## config.mk

```make
export PLATFORM = sky130hd
export DESIGN_NAME = mem_arbiter
export DESIGN_NICKNAME = d
export VERILOG_FILES = /design/src/rtl/cpu_types_pkg.sv /design/src/rtl/wait_timer.sv /design/src/rtl/mem_arbiter.sv
export SDC_FILE = /design/constraint.sdc
export NUM_CORES = 1
export LEC_CHECK = 0
export BUFFER_PORTS_ARGS = -buffer_cell sky130_fd_sc_hd__buf_2
export CAP_MARGIN = 10
export CORE_AREA = 3 3 103 105
export DETAILED_ROUTE_END_ITERATION = 7
export DIE_AREA = 0 0 106 108
export GPL_ROUTABILITY_DRIVEN = 0
export GPL_TIMING_DRIVEN = 0
export HOLD_SLACK_MARGIN = 0.12
export PLACE_DENSITY = 0.63
export SYNTH_ARGS = -nofsm -noshare
export SYNTH_HDL_FRONTEND = slang
export SYNTH_SLANG_ARGS = --single-unit
```

## constraint.sdc

```tcl
create_clock -name CLK -period 1.8 [get_ports CLK]
set_clock_uncertainty 0.1 [all_clocks]
set_input_delay 0.36 -clock CLK [delete_from_list [all_inputs] [get_ports CLK]]
set_output_delay 0.36 -clock CLK [all_outputs]
set_load 0.02 [all_outputs]
```

## src/rtl/cpu_types_pkg.sv

```systemverilog
// Shared CPU types: machine word, RAM handshake state and arbiter state.
package cpu_types_pkg;

  typedef logic [31:0] word_t;

  typedef enum logic [1:0] {
    FREE   = 2'd0,
    BUSY   = 2'd1,
    ACCESS = 2'd2,
    ERROR  = 2'd3
  } ramstate_t;

  typedef enum logic [1:0] {
    IDLE = 2'd0,
    DGNT = 2'd1,
    IGNT = 2'd2
  } arb_state_t;

  // Data accesses have strict priority over instruction fetches.
  function automatic arb_state_t grant_decision(input logic dreq, input logic ireq);
    if (dreq) begin
      return DGNT;
    end else if (ireq) begin
      return IGNT;
    end
    return IDLE;
  endfunction

endpackage

```

## src/rtl/wait_timer.sv

```systemverilog
// Saturating wait counter; o_expire flags the cycle that would reach TIMEOUT.
module wait_timer #(
  parameter int unsigned TIMEOUT = 64,
  parameter int unsigned CNT_W   = 8
) (
  input  logic CLK,
  input  logic RST,
  input  logic i_clr,
  input  logic i_en,
  output logic o_expire
);

  logic [CNT_W-1:0] r_cnt;
  logic [CNT_W-1:0] w_cnt_next;

  assign o_expire = i_en && (r_cnt == CNT_W'(TIMEOUT - 1));

  always_comb begin
    w_cnt_next = r_cnt;
    if (i_clr || o_expire) begin
      w_cnt_next = '0;
    end else if (i_en && (r_cnt != CNT_W'(TIMEOUT))) begin
      w_cnt_next = r_cnt + CNT_W'(1);
    end
  end

  always_ff @(posedge CLK or posedge RST) begin
    if (RST) begin
      r_cnt <= '0;
    end else begin
      r_cnt <= w_cnt_next;
    end
  end

endmodule

```

## src/rtl/mem_arbiter.sv

```systemverilog
// Shares one single-ported RAM between fetch and data paths; data wins ties.
module mem_arbiter
  import cpu_types_pkg::*;
#(
  parameter int unsigned TIMEOUT = 64,
  parameter int unsigned CNT_W   = 8
) (
  input  logic        CLK,
  input  logic        RST,
  input  logic        iREN,
  input  logic [31:0] iaddr,
  output logic [31:0] iload,
  output logic        ihit,
  input  logic        dREN,
  input  logic        dWEN,
  input  logic [31:0] daddr,
  input  logic [31:0] dstore,
  output logic [31:0] dload,
  output logic        dhit,
  output logic        ramREN,
  output logic        ramWEN,
  output logic [31:0] ramaddr,
  output logic [31:0] ramstore,
  input  logic [31:0] ramload,
  input  logic [1:0]  ramstate,
  output logic        err
);

  arb_state_t r_state;
  arb_state_t w_state_next;
  arb_state_t w_grant;
  logic       r_err;
  logic       w_granted;
  logic       w_access;
  logic       w_ramerr;
  logic       w_withdraw;
  logic       w_wait_en;
  logic       w_expire;

  assign w_grant    = grant_decision(dREN | dWEN, iREN);
  assign w_granted  = (r_state != IDLE);
  assign w_access   = w_granted && (ramstate == ACCESS);
  assign w_ramerr   = w_granted && (ramstate == ERROR);
  assign w_withdraw = ((r_state == DGNT) && !(dREN || dWEN)) ||
                      ((r_state == IGNT) && !iREN);
  assign w_wait_en  = w_granted && !w_access && !w_ramerr && !w_withdraw;
  assign err        = r_err;

  wait_timer #(
    .TIMEOUT (TIMEOUT),
    .CNT_W   (CNT_W)
  ) u_wait_timer (
    .CLK      (CLK),
    .RST      (RST),
    .i_clr    (!w_wait_en),
    .i_en     (w_wait_en),
    .o_expire (w_expire)
  );

  always_comb begin
    w_state_next = r_state;
    unique case (r_state)
      IDLE: w_state_next = w_grant;
      DGNT, IGNT: begin
        // Completion and withdrawal re-arbitrate immediately; faults park in IDLE.
        if (w_access || w_withdraw) begin
          w_state_next = w_grant;
        end else if (w_ramerr || w_expire) begin
          w_state_next = IDLE;
        end
      end
      default: w_state_next = IDLE;
    endcase
  end

  always_ff @(posedge CLK or posedge RST) begin
    if (RST) begin
      r_state <= IDLE;
      r_err   <= 1'b0;
    end else begin
      r_state <= w_state_next;
      if (w_ramerr || w_expire) begin
        r_err <= 1'b1;
      end
    end
  end

  always_comb begin
    ramREN   = 1'b0;
    ramWEN   = 1'b0;
    ramaddr  = '0;
    ramstore = '0;
    iload    = '0;
    dload    = '0;
    ihit     = 1'b0;
    dhit     = 1'b0;
    unique case (r_state)
      DGNT: begin
        // A simultaneous read and write request is treated as a write.
        ramREN   = dREN && !dWEN;
        ramWEN   = dWEN;
        ramaddr  = daddr;
        ramstore = dstore;
        dload    = ramload;
        dhit     = (ramstate == ACCESS);
      end
      IGNT: begin
        ramREN  = 1'b1;
        ramaddr = iaddr;
        iload   = ramload;
        ihit    = (ramstate == ACCESS);
      end
      default: ;
    endcase
  end

endmodule

```

# Yosys cells after proc, flatten, opt, wreduce, memory -nomap -nowiden

Index checks and enable logic that the tools add are counted.

Shifts and indexed selects: 0
$lt $le $gt $ge: 0
Eq/ne operators: 7
Multiplexer cells: 18
Bitwise operators: 1
Multiply operators: 0
Add/sub/neg operators: 1
Div/mod/pow operators: 0
Reduce and logical (&&, ||, !) cells: 26

Operators with widths:

| kind                | number |
|---|---|
| $mux 32             | 3 |
| $pmux 32 s2         | 1 |
| $mux 8              | 2 |
| $logic_and 1x1->1   | 10 |
| $mux 2              | 5 |
| $add 8x1->8 const B | 1 |
| $eq 8x6->1 const B  | 1 |
| $ne 8x7->1 const B  | 1 |
| $logic_not 1->1     | 7 |
| $eq 2x2->1 const B  | 3 |
| $logic_or 1x1->1    | 5 |
| $mux 1              | 5 |
| $pmux 2 s2          | 1 |
| $reduce_bool 2->1   | 2 |
| $ne 3x3->1 const B  | 1 |
| $eq 2x1->1 const B  | 1 |
| $logic_not 2->1     | 1 |
| $pmux 1 s2          | 1 |
| $reduce_or 2->1     | 1 |
| $or 1x1->1          | 1 |

Bits in latches: 0
Output and inout bits: 133
Flip-flop bits (word level): 11
RAM bits: 0
Bits in read-only memories: 0
Memories kept: 0

# Depth between registers and ports, before layout

Depth in word-level cells: 11
Mapped depth: 7
Mapped depth without buffers: 7

# Hierarchy

Synthesis repeated with hierarchy kept, for this count alone.

Cells, all modules: 263
Area total of the unflattened synthesis: 1916.8 µm²

Modules (own cells, without submodules):

| module      | seq. area each (µm²) | cells each | area each (µm²) | times used |
|---|---|---|---|---|
| mem_arbiter | 75.1                 | 215        | 1441.4          | 1 |
| wait_timer  | 200.2                | 48         | 475.5           | 1 |

# Least setup slack after synthesis

OpenSTA, ideal clock, no wires.

Path type: reg-to-output
Start point: register r_state[0]
End point: output port ramaddr[30]
Data arrival time: 1.634 ns
Slack: -0.294 ns
Cell stages (with the launch flop): 7
Data required time: 1.340 ns
Path through: dfrtp_1 > inv_1 > ha_1 > clkbuf_1 > clkbuf_1 > a22oi_1 > nor2_1

Word-level cells in the longest chain between the ends: 2
Elaborated cells on any way between the ends: 3
Those cells by class: 2 x eq/ne; 1 x mux

Ends and longest elaborated chain:

| element                                  | RTL line          | source |
|---|---|---|
| from (decl)                              | mem_arbiter.sv:29 | `arb_state_t r_state;` |
| from (signal assigned)                   | mem_arbiter.sv:81 | `r_state <= w_state_next;` |
| $eq 2x2->1 or $eq 2x1->1 (tied branches) | mem_arbiter.sv:97 | `unique case (r_state)` |
| $pmux 32 s2 *                            | mem_arbiter.sv:97 |  |
| to (decl)                                | mem_arbiter.sv:22 | `output logic [31:0] ramaddr,` |

Mark *: on every way between the ends. The rest lies on a longest branch, timed or not.

# Worst setup path in the final report

Start point: register r_state[1]
End point: output port ramaddr[14]

The elaborated chain is that of the path after synthesis.

==> flow_summary_export.csv <==
group,metric,value,unit
status,status,"finished, violations left",
status,violations,"setup timing",
sta,max_slew_margin,73.23,%
yosys,ys_ff_latch,11,
global_routing,grt-ovfl-total,0,
setup_path,path_class,"reg -> out",
setup_path,worstPathMaxFanout,6,
cells_and_area,diodes,0,
sta,max_freq,0.4690,GHz
yosys,synth_top_flop_cell,"dfrtp_1",
cts,clockBufferDepth,2,
placement,post-place-ws,-415.5,ps
drt,drc_errors,0,
sta,setup_slack,-332.1,ps
global_routing,grt_pass1_vias,3083,
cells_and_area,nNetsFinal,701,
cts,cts_sinks,11,
cts,clk_pin_slew_worst_paths,50,ps
pwr,leakagePower,2.495,nW
cts,cts-root-buf,"clkbuf_8",
sta,hold_viol_final,0,
drt,via_count,3053,
worst_hold_path,hp-start,"err",
pwr,max-vdd-ir-drop,0.6127,mV
setup_path,worstSetupEndpointType,"output port",
cells_and_area,area_growth,172.4,%
cells_and_area,multi_input_area,1999,sq um
global_routing,grt_max_degree,12,
sta,worst_pin_slew,401.0,ps
setup_path,cpPeakStageDelay,430,ps
drt,vias_per_cell,4.418,
sta,rsz0062_at_grt,"yes",
drt,wl_per_cell,16.41,microns
yosys,yosysWarningCount,0,
die,rows,36,
global_routing,grt_pass1_wl,16.94,mm
global_routing,gr-usage-all-layers,18.32,%
setup_path,r2r_cells,7,
yosys,synth_nets,404,
setup_path,worstPathRequired,1340,ps
cells_and_area,seq_area,279.0,sq um
die,start_util,18.71,%
setup_path,r2r_start,"r_state[0]",
drt,drt_pass1_iterations,5,
cts,insertion_delay,240,ps
setup_path,crit_top_cell,"clkbuf_16",
cells_and_area,nFillCells,888,
drt,antenna_left,0,
cells_and_area,drive_above_1_share,81.54,%
flow_run,cap_viol_max_count,0,
setup_path,slowest_stage,"dfrtp_2",
yosys,async_flop_share,100.0,%
pwr,power_density,1451,nW/um^2
worst_hold_path,hold_class,"reg -> reg",
cts,cts_tree,"yes",
yosys,synth_cell_types,34,
die,dieArea,11450,sq um
setup_path,rrSetupSlack,-70,ps
setup_path,crit_path_start_kind,"flop",
drt,routed_wl,11.34,mm
yosys,synth_edf_count,0,
global_routing,met3_usage,3.881,%
drt,drtIter0Drc,153,
worst_hold_path,holdPathStages,1,
die,dieHeight,108,microns
yosys,syn_area,1820,sq um
setup_path,cp.arrival,1670,ps
cts,numCtsBuffers,3,
global_routing,busiest_layer,"met2",
global_routing,grtUsageMet2,34.84,%
setup_path,crit_chain,"inv_4 > ha_4 > clkbuf_16 > clkbuf_16 > a22oi_2 > nor2_4 > buf_6",
cts,htree_levels,1,
sta,setup_viol,134,
sta,finalCritPeriodShare,118.4,%
pwr,power.total,7.194,mW
yosys,seq_area_frac_synth,15.12,%
placement,hpwl,8.348,mm
global_routing,antenna_found_initial,0,
yosys,syn_avg_cell_area,6.948,sq um
placement,io_buffers,267,
setup_path,startpoint,"r_state[1]",
die,design.core.area,9729,sq um
yosys,syn_inst,262,
global_routing,grtUsageMet1,20.77,%
sta,fin_crit,2132,ps
die,fp.dieW,106,microns
worst_hold_path,hold_end,"err",
setup_path,r2r-end,"r_state[1]",
die,pin_count,268,
sta,final_max_slew_viol_count,0,
==> Yosys cell counts (2+ instances only) <==
master | count | area, sq um
ha_1 | 7 | 87.58
nand3b_1 | 2 | 15.01
nand2_1 | 4 | 15.01
dfrtp_1 | 11 | 275.3
inv_1 | 7 | 26.28
xor2_1 | 4 | 35.03
and3b_1 | 2 | 17.52
o21ai_0 | 2 | 10.01
a22oi_1 | 32 | 240.2
a21oi_1 | 2 | 10.01
clkbuf_1 | 20 | 75.07
and2_1 | 97 | 606.8
nor2_1 | 44 | 165.2
nand3_1 | 5 | 25.02
xnor2_1 | 2 | 17.52
or2_2 | 2 | 12.51
nor3_1 | 2 | 10.01
==> area by class of cell <==
class	count	area share, %
well taps	133	3.356
repair buffers	293	41.89
flip-flops and latches	11	5.627
clock buffers	4	0.9084
inverters	8	0.9589
multi-input cells	222	40.32
plain buffers	20	6.939
==> cell usage in the layout (no fill, tap or decap), drive strengths merged <==
cell type / n
buf: 292
and2: 97
nor2: 44
a22oi: 32
clkbuf: 24
dfrtp: 11
inv: 7
ha: 7
nand3: 5
xor2: 4
nand2: 4
o21ai: 3
xnor2: 2
or2: 2
nand3b: 2
and3b: 2
a21oi: 2
and3: 2
nor3: 2
nand4: 1
a22o: 1
o41ai: 1
nor3b: 1
a221oi: 1
nor4: 1
clkinv: 1
o211a: 1
a21o: 1
a31oi: 1
o41a: 1
and4bb: 1
or2b: 1
dlygate4sd3: 1
==> repair_timing <==
item                                    in CTS  in global routing
endpoints found under the hold margin       11                  0
hold buffers                                 1                  0
resized for setup                          287                 29
endpoints found under the setup margin     134                143
buffers inserted                            13                  6
pin swaps                                   21                  8
gates cloned                                10                  0
==> kinds of logic (layout without fill, tap and decap cells) <==
logic type	after synthesis	in the layout	share of synthesized area (%)
compound gates	44	44	19.04
xor+xnor	6	6	2.887
fa+ha+maj	7	7	4.811
buf+inv	29	325	6.529
flops	11	11	15.12
simple gates	165	165	51.62
==> layer usage <==
layer	share of wire (%)	wire (microns)
met1	37	4223
met4	2.7	310
met3	6.5	740
met5	0	0
met2	53	6061
==> worst max-delay path by stage <==
stage                             end  slack (ps)  cells past startpoint
after floorplan           ramaddr[17]         -30                      5
after CTS                   dload[26]        -330                      7
after detailed placement     iload[7]        -420                      6
after global routing      ramaddr[14]        -370                      7
after global placement       iload[9]        -400                      6
final                     ramaddr[14]        -330                      7
==> worst max-delay path: cells and delay by family (launching register included) <==
| family | cells | cell delay, ps |
|---|---|---|
| buffers and inverters | 4 | 520 |
| AND/OR/NAND/NOR | 1 | 50 |
| flip-flops | 1 | 430 |
| AO/OA/AOI/OAI | 1 | 240 |
| adder cells (fa/ha/maj) | 1 | 180 |
==> sequential cells by signal (all words and copies together) (netlist names) <==
register            flops
u_wait_timer.r_cnt      8
r_state                 2
err                     1
==> through the flow <==
stage          setup TNS, ps  instance area, sq um  hold WS, ps  util [%]  instances
2_1_floorplan         -264.7                  2068        112.4         -        262
3_3_place_gp          -29960                  3571        269.2     36.70        662
3_5_place_dp          -35440                  3571        271.7     36.70        662
4_1_cts               -34790                  4893        393.5     50.30        690
5_1_grt               -39500                  4959        415.4     50.96        691
6_report              -31760                  4959        385.3     50.96        691
==> where the power goes <==
part           internal [mW]  switching [mW]  total, mW
Combinational           3.21            3.40       6.61
Clock                  0.155          0.0911      0.246
Sequential             0.286          0.0558      0.342
Power figures use the tool's default switching activity.
